[src/rtl/mem_tx_reader.sv]
// mem_tx_reader: streams a block of message-RAM words
// toward the MKIO transmit serializer over valid/ready.
module mem_tx_reader #(
  parameter int DATA_WIDTH = 16,
  parameter int ADDR_WIDTH = 5
) (
  input  logic                  clock,
  input  logic                  reset_n,
  input  logic                  start,
  input  logic [ADDR_WIDTH-1:0] base_addr,
  input  logic [4:0]            word_count,
  input  logic                  abort,
  output logic [ADDR_WIDTH-1:0] read_addr,
  input  logic [DATA_WIDTH-1:0] q,
  output logic [DATA_WIDTH-1:0] tx_data,
  output logic                  tx_valid,
  input  logic                  tx_ready,
  output logic                  tx_last,
  output logic                  busy,
  output logic                  done
);

  typedef enum logic [1:0] {
    IDLE,
    ADDR,
    LOAD,
    SEND
  } state_t;

  state_t                state_q;
  state_t                state_d;
  logic [ADDR_WIDTH-1:0] addr_q;
  logic [ADDR_WIDTH-1:0] addr_d;
  logic [5:0]            rem_q;
  logic [5:0]            rem_d;
  logic [DATA_WIDTH-1:0] data_q;
  logic [DATA_WIDTH-1:0] data_d;
  logic                  valid_q;
  logic                  valid_d;
  logic                  last_q;
  logic                  last_d;
  logic                  busy_q;
  logic                  busy_d;
  logic                  done_q;
  logic                  done_d;
  logic                  accept;
  logic                  kill;
  logic                  is_last;
  logic [5:0]            rem_init;

  assign accept   = valid_q & tx_ready;
  assign kill     = abort & (state_q != IDLE);
  assign is_last  = (rem_q == 6'd1);
  assign rem_init = (word_count == 5'd0)
                  ? 6'd32
                  : {1'b0, word_count};

  // next state and next register values
  always_comb begin
    state_d = state_q;
    addr_d  = addr_q;
    rem_d   = rem_q;
    data_d  = data_q;
    valid_d = valid_q;
    last_d  = last_q;
    busy_d  = busy_q;
    done_d  = 1'b0;
    if (kill) begin
      state_d = IDLE;
      valid_d = 1'b0;
      last_d  = 1'b0;
      busy_d  = 1'b0;
    end else begin
      unique case (state_q)
        IDLE: begin
          if (start && !abort) begin
            addr_d  = base_addr;
            rem_d   = rem_init;
            busy_d  = 1'b1;
            state_d = ADDR;
          end
        end
        ADDR: begin
          state_d = LOAD;
        end
        LOAD: begin
          data_d  = q;
          valid_d = 1'b1;
          last_d  = is_last;
          state_d = SEND;
        end
        SEND: begin
          if (accept) begin
            valid_d = 1'b0;
            unique case (1'b1)
              is_last: begin
                last_d  = 1'b0;
                busy_d  = 1'b0;
                done_d  = 1'b1;
                state_d = IDLE;
              end
              !is_last: begin
                rem_d   = rem_q - 6'd1;
                addr_d  = addr_q + ADDR_WIDTH'(1);
                state_d = ADDR;
              end
            endcase
          end
        end
        default: begin
          state_d = IDLE;
        end
      endcase
    end
  end

  // state and datapath registers
  always_ff @(posedge clock or negedge reset_n) begin
    if (!reset_n) begin
      state_q <= IDLE;
      addr_q  <= '0;
      rem_q   <= '0;
      data_q  <= '0;
      valid_q <= 1'b0;
      last_q  <= 1'b0;
      busy_q  <= 1'b0;
      done_q  <= 1'b0;
    end else begin
      state_q <= state_d;
      addr_q  <= addr_d;
      rem_q   <= rem_d;
      data_q  <= data_d;
      valid_q <= valid_d;
      last_q  <= last_d;
      busy_q  <= busy_d;
      done_q  <= done_d;
    end
  end

  assign read_addr = addr_q;
  assign tx_data   = data_q;
  assign tx_valid  = valid_q;
  assign tx_last   = last_q;
  assign busy      = busy_q;
  assign done      = done_q;

endmodule

[config.mk]
export PLATFORM = sky130hd
export DESIGN_NAME = mem_tx_reader
export DESIGN_NICKNAME = d
export VERILOG_FILES = /design/src/rtl/mem_tx_reader.sv
export SDC_FILE = /design/constraint.sdc
export NUM_CORES = 1
export LEC_CHECK = 0
export ABC_AREA = 1
export BUFFER_PORTS_ARGS = -buffer_cell sky130_fd_sc_hd__buf_2
export CORE_MARGIN = 2
export CORE_UTILIZATION = 45
export CTS_BUF_LIST = sky130_fd_sc_hd__clkbuf_2 sky130_fd_sc_hd__clkbuf_4 sky130_fd_sc_hd__clkbuf_8
export DETAILED_ROUTE_END_ITERATION = 16
export GPL_TIMING_DRIVEN = 0
export PLACE_DENSITY = 0.84
export RECOVER_POWER = 100
export SYNTH_ARGS = -nofsm -noshare
export SYNTH_HDL_FRONTEND = slang
export SYNTH_SLANG_ARGS = --single-unit
[constraint.sdc]
create_clock -name clock -period 3.1 [get_ports clock]
set_clock_uncertainty 0.1 [all_clocks]
set_input_delay 0.62 -clock clock [delete_from_list [all_inputs] [get_ports clock]]
set_output_delay 0.62 -clock clock [all_outputs]
set_load 0.02 [all_outputs]
==> run metrics, run 1 <==
status=finished with violations; failing checks=max-capacitance violations, max-slew violations; TritonCTS clock tree=done; Cell Rows=22; critical path data required time=approximately 3.2 ns; die height=66.46 um; number of remaining DRC errors=0; Crit Path Max Fanout=10; Initial Util=47.24%; crit end category=register; Top FF cell, synth=dfrtp_1; pre-CTS WS=1.283 ns; Worst-Margin Slew=1.718 ns; GR Util met1=25.80%; Fmax=between 0.4 and 0.5 GHz; htree depth=2; die area=4416 um2; Total GRT Usage=about a fifth; post-route clock period utilization=69.44%; Final Net Count=333; hpwl dp=2916 um; main combinational cell family by area after synthesis=simple AND/OR/NAND/NOR gates; xor/xnor share of the synthesized area=0.4989%; Mapped Cells=234; Final Power=0.002352 W; met3 usage=3.716%; initial antenna violation count=0; Post-synth EDFFs=0; GRT met2 Usage=30.75%; CTS Hold Buffers Added=0; Ports=56; Placed Instance Area=2091 um2; worst-case headroom to the max-slew limit=-14.56%; Core Box Area=3716 um2; cts repair resizes=0; layout cells sized above 1=14.48%; Routed WL=3948 um; max_cap viols=1; Clk pin slew, worst setup/hold paths=0.06 ns; Pleak=1.177 nW; Period minus WS final=2.153 ns; setup ws final=0.9473 ns; Pins Over Slew Limit=34; Routability Congestion=0.8735; syn nets=about 270; vias in the first global route=1534; Netlist cell types=26; endpoints failing setup=0; Layout area overhead=22.24%; drt pass-1 iters=4; Most Crowded Layer GR=met2; Synth Area in Compound Gates=under 10%; final hold vios=0; Longest Clk Path Bufs=2; Setup TNS=0 ns; peak supply drop=around 620 uV; post-synthesis mux area share=0.5702%; PortBufs=between 50 and 60; WL/cell=11.44 um; unrepaired setup endpoints after global routing=false; clk_lat worst skew=0.28 ns; vias per inst=4.899; fraction of registers with async set or reset after synthesis=100.0%; Diodes inserted=0; antenna viol nets, final=0; post-synthesis sequential area ratio=47.04%; startpoint types=register; postcts setup bufs=0; DR vias=1690; warnings from Yosys=0; CTS sink cnt=33; die width=about 66 um; average size of a mapped cell=7.502 um2; CTS buffer count=5; power density cells=1096 nW/um2; grt total ovfl=0; Iter 0 DRT Violations=63; first-pass GRT wire length=6541 um; mapped cell area=1755 um2; Synth Area in Adders=about 4.3%; Root Buffer=clkbuf_8; synthesis-stage register bit count=33; Final Instance Area=about 2100 um2; largest net degree at the start of global routing=34; simple-gate share of the synthesized area=a little over a third; Hold Path Class=register to register; WS Path Type=register to register; crit path DAT=2.27 ns
## routing by layer
layer / wire (um) / part of all wire, %
met3: 114 / 2.9
met4: 60 / 1.5
met5: 0 / 0
met2: 2013 / 51
met1: 1760 / 45
## final timing paths
path,from,endpoint,slack [ns],depth (start not counted)
worst max-delay path,state_q[0],tx_data[3],0.95,9
worst min-delay path,busy,busy,0.37,2
worst max register to register,state_q[0],tx_data[3],0.95,9
worst min register to register,busy,busy,0.37,2
max in group asynchronous,reset_n,read_addr[0],1.22,1
min in group asynchronous,reset_n,read_addr[4],0.68,1
## registers in the layout, indices dropped and copies added, names as in the netlist
signal and flops:
done 1, busy 1, state_q 2, tx_last 1, tx_data 16, rem_q 6
tx_valid 1, read_addr 5
## cell type report
cell class,count,area [um2]
clock buffers,7,90.09
inverters,17,63.81
clock inverters,1,30.03
flip-flops and latches,33,825.8
fillers,375,1570
multi-input cells,178,807.0
well taps,48,60.06
repair buffers,55,242.7
plain buffers,6,26.28
## cell usage in the layout (no fill, tap or decap)
cell       instances
a21oi_1            1
a31oi_1            1
buf_2             29
buf_4              1
bufinv_16          1
clkbuf_1          31
clkbuf_4           1
clkbuf_8           6
clkinv_1           1
dfrtp_1           33
ha_1               6
inv_1             16
mux2i_1            1
nand2_1          117
nand3_1           14
nand3b_1           1
nand4_1            5
nor2_1            15
nor2_2             1
nor4_1             1
o21ai_0            9
o21ai_2            3
o21bai_1           1
or2_2              1
xnor2_1            1
## critical path, stage by stage (launching register included)
cell and delay, ns:
dfrtp_1 0.40, inv_1 0.11, ha_1 0.26, clkinv_1 0.11, nand2_1 0.11, nand2_1 0.21
inv_1 0.27, clkbuf_1 0.35, nand2_1 0.10, nand2_1 0.08
## through the flow
stage	cells	hold slack (ns)	util, %
2_1_floorplan	234	0.2244	-
3_3_place_gp	337	0.3532	56.26
3_5_place_dp	337	0.3534	56.26
4_1_cts	345	0.3084	59.49
5_1_grt	345	0.4030	57.74
6_report	345	0.3720	57.74
## cells in the mapped netlist, types with 2 or more instances
cell	count	area share, %
nand2_1	114	24
buf_4	2	0.86
nor2_1	12	2.6
inv_2	2	0.43
o21ai_0	8	2.3
nand2_2	3	1.1
clkbuf_1	2	0.43
nand4_1	5	1.8
ha_1	6	4.3
dfrtp_1	33	47
nand3_1	14	4.0
o21ai_2	3	1.5
nor2_2	3	1.1
inv_1	15	3.2
## logic make-up (layout without fill, tap and decap cells)
logic type / after synthesis / count (layout)
adder cells (fa/ha/maj): 6 / 6
AND/OR/NAND/NOR: 155 / 155
XOR/XNOR: 1 / 1
AO/OA/AOI/OAI: 15 / 15
flip-flops: 33 / 33
multiplexers: 1 / 1
buffers and inverters: 23 / 86
## power breakdown
group	total [W]	internal (W)	switching, W
clock network	0.000420	0.000271	0.000150
registers	0.000785	0.000629	0.000155
logic	0.00115	0.000365	0.000782
No activity file was read; power rests on OpenSTA's default activity.
==> run 2: changes to the inputs <==
--- a/config.mk
+++ b/config.mk
@@ -5,14 +5,14 @@
 export SDC_FILE = /design/constraint.sdc
 export NUM_CORES = 1
 export LEC_CHECK = 0
-export ABC_AREA = 1
+export ABC_AREA = 0
 export BUFFER_PORTS_ARGS = -buffer_cell sky130_fd_sc_hd__buf_2
 export CORE_MARGIN = 2
 export CORE_UTILIZATION = 45
 export CTS_BUF_LIST = sky130_fd_sc_hd__clkbuf_2 sky130_fd_sc_hd__clkbuf_4 sky130_fd_sc_hd__clkbuf_8
 export DETAILED_ROUTE_END_ITERATION = 16
 export GPL_TIMING_DRIVEN = 0
-export PLACE_DENSITY = 0.84
+export PLACE_DENSITY = 0.87
 export RECOVER_POWER = 100
 export SYNTH_ARGS = -nofsm -noshare
 export SYNTH_HDL_FRONTEND = slang
==> constraint.sdc (replaced) <==
create_clock -name clock -period 1.8 [get_ports clock]
set_clock_uncertainty 0.1 [all_clocks]
set_input_delay 0.36 -clock clock [delete_from_list [all_inputs] [get_ports clock]]
set_output_delay 0.36 -clock clock [all_outputs]
set_load 0.02 [all_outputs]
==> run metrics, run 2 <==
synthesis-stage register bit count=33; drt pass-1 iters=4; Routability Congestion=0.8392; die width=66.15 um; Worst path max stage delay=0.55 ns; die area=4375 um2; Hold Path Class=input pin to async pin; Period minus WS final=between 2 and 2.5 ns; post-synth top area cell=dfrtp_1; largest cells by area after synthesis=dfrtp_1 (48%), mux2_2 (10%), ha_1 (4.3%); Pleak=approximately 1.1 nW; CP Launch Point=state_q[0]; Post-synth EDFFs=0; number of flip-flops under the largest register name=16; crit path DAT=about 2.3 ns; warnings from Yosys=0; first-pass GRT wire length=~6700 um; hpwl dp=~2700 um; worst-case headroom to the max-slew limit=46.57%; mapped cell area=1738 um2; htree depth=2; Longest Clk Path Bufs=2; initial antenna violation count=0; Ports=56; PortBufs=55; most common cell after layout, fill and taps aside=dfrtp_1; final hold vios=0; fraction of registers with async set or reset after synthesis=between 90% and 100%; count leader, synth=dfrtp_1; CP Cell Sequence=ha_4 > a21boi_4 > or4_4 > or2_4 > buf_6 > a211o_1; list of most frequent post-synthesis cells=dfrtp_1 (33), mux2_2 (16), o21ai_0 (14), inv_1 (10), nand2_1 (9); failing checks=negative setup slack; Worst-Margin Slew=0.8015 ns; clk_lat worst skew=0.30 ns; antenna viol nets, final=0; TritonCTS clock tree=done; R2R setup slack=-0.38 ns; Final Instance Area=between 2000 and 2500 um2; endpoints failing setup=12; Final Net Count=267; reg2reg start=state_q[0]; number of remaining DRC errors=0; Worst Path Buf+Inv=1; CTS Hold Buffers Added=0; post-synthesis sequential area ratio=47.52%; Routed WL=4305 um; WS Path Type=register to register; most frequent cells in the layout=dfrtp_1 (32), buf_2 (30), clkbuf_1 (25); grt total ovfl=0; WL/cell=15.43 um; largest net degree at the start of global routing=34; Clk pin slew, worst setup/hold paths=about 0.07 ns; DR vias=between 1500 and 2000; R2R Path End=rem_q[4]; Iter 0 DRT Violations=70; syn nets=196; setup ws final=-0.3845 ns; vias in the first global route=1455; Cell Rows=22; worst setup path end=rem_q[4]; CP Depth=6; unrepaired setup endpoints after global routing=true; status=finished with violations; Placed Instance Area=2088 um2; startpoint types=register; vias per inst=approximately 5.5; delay-heaviest family, CP=simple AND/OR/NAND/NOR gates; max_cap viols=0; Fmax=roughly 0.46 GHz; Mapped Cells=159; Top FF cell, synth=dfrtp_1; crit end category=register; R2R cell count=6; CTS sink cnt=33; peak supply drop=around 1100 uV; pre-CTS WS=-0.5451 ns; Core Box Area=3689 um2; Crit Path Max Fanout=5; Initial Util=between 40% and 50%; Netlist cell types=41; CTS buffer count=5; Setup TNS=-3.618 ns; average size of a mapped cell=10.93 um2; layout cells sized above 1=around two fifths; critical path data required time=1.88 ns; Worst path slowest cell=or4_4; Yosys top cell area share=47.52%; die height=66.15 um; Layout area overhead=38.66%; post-route clock period utilization=121.4%; Root Buffer=clkbuf_8; Pins Over Slew Limit=0; power density cells=1894 nW/um2; Diodes inserted=0; Total GRT Usage=20.43%
[run 2: cell types whose count changed in the layout (fill, tap and decap cells not counted), sizes merged, moves of 3 or more]
cell	change
clkbuf	-4
a211o	+5
nand3	-11
buf	+12
nor2	-11
a32o	+3
nor4	+4
nand4	-5
nand2	-108
mux2	+16
inv	-6
nor3	+3
nand2b	+7
[run 2: worst min path at each step]
stage / from / depth (start not counted) / slack (ns) / to
after floorplan: reset_n / 0 / -0.04 / busy
after global placement: reset_n / 1 / 0.36 / tx_data[2]
after detailed placement: reset_n / 1 / 0.36 / tx_data[2]
after CTS: reset_n / 1 / 0.04 / tx_last
after global routing: reset_n / 1 / 0.14 / tx_data[12]
final: reset_n / 1 / 0.04 / tx_data[2]
[run 2: per-stage QoR]
stage               hold WS (ns)  power, W  utilization (%)  cells
detailed placement        0.3615  0.003348            56.61    262
global route              0.1448  0.004854            65.33    279
CTS                      0.04415  0.004438            63.91    276
global placement          0.3582  0.003254            56.61    262
floorplan               -0.03559  0.002761                -    159
finish                   0.03857  0.004565            65.33    279
[run 2: cell type report]
| type | instances | area, um2 |
|---|---|---|
| buffer | 6 | 58.81 |
| clock buffer | 5 | 68.82 |
| clock inverter | 3 | 65.06 |
| fill | 330 | 1279 |
| inverter | 10 | 40.04 |
| multi-input combinational | 109 | 955.9 |
| sequential | 33 | 827.0 |
| tap | 48 | 60.06 |
| timing repair buffer | 65 | 334.1 |
[run 2: what timing repair did]
action                     4_1_cts  5_1_grt
gates resized for setup         26       24
setup endpoints to repair       24       30
hold endpoints to repair         0        0
pin swaps                        9        2
setup buffers                    6        2
gates cloned                     1        1
[run 2: cells by family after synthesis]
logic type / Yosys count / synth area share, %
mux: 18 / 11.52
fa+ha+maj: 6 / 4.320
simple gates: 47 / 15.62
flops: 33 / 47.52
buf+inv: 17 / 4.607
compound gates: 38 / 16.42
[run 2: power by group]
| group | switching, W | leakage [nW] | internal, W |
|---|---|---|---|
| Clock | 0.000286 | 0.0681 | 0.000550 |
| Combinational | 0.00120 | 0.642 | 0.00110 |
| Sequential | 0.000319 | 0.400 | 0.00111 |
| Total | 0.00180 | 1.11 | 0.00276 |
[run 2: per-layer routing]
layer  routed length, um  track usage [%]
met1                1743            24.37
met2                2216            34.75
met3                 243            4.600
met4                 101            9.439
met5                   0                0
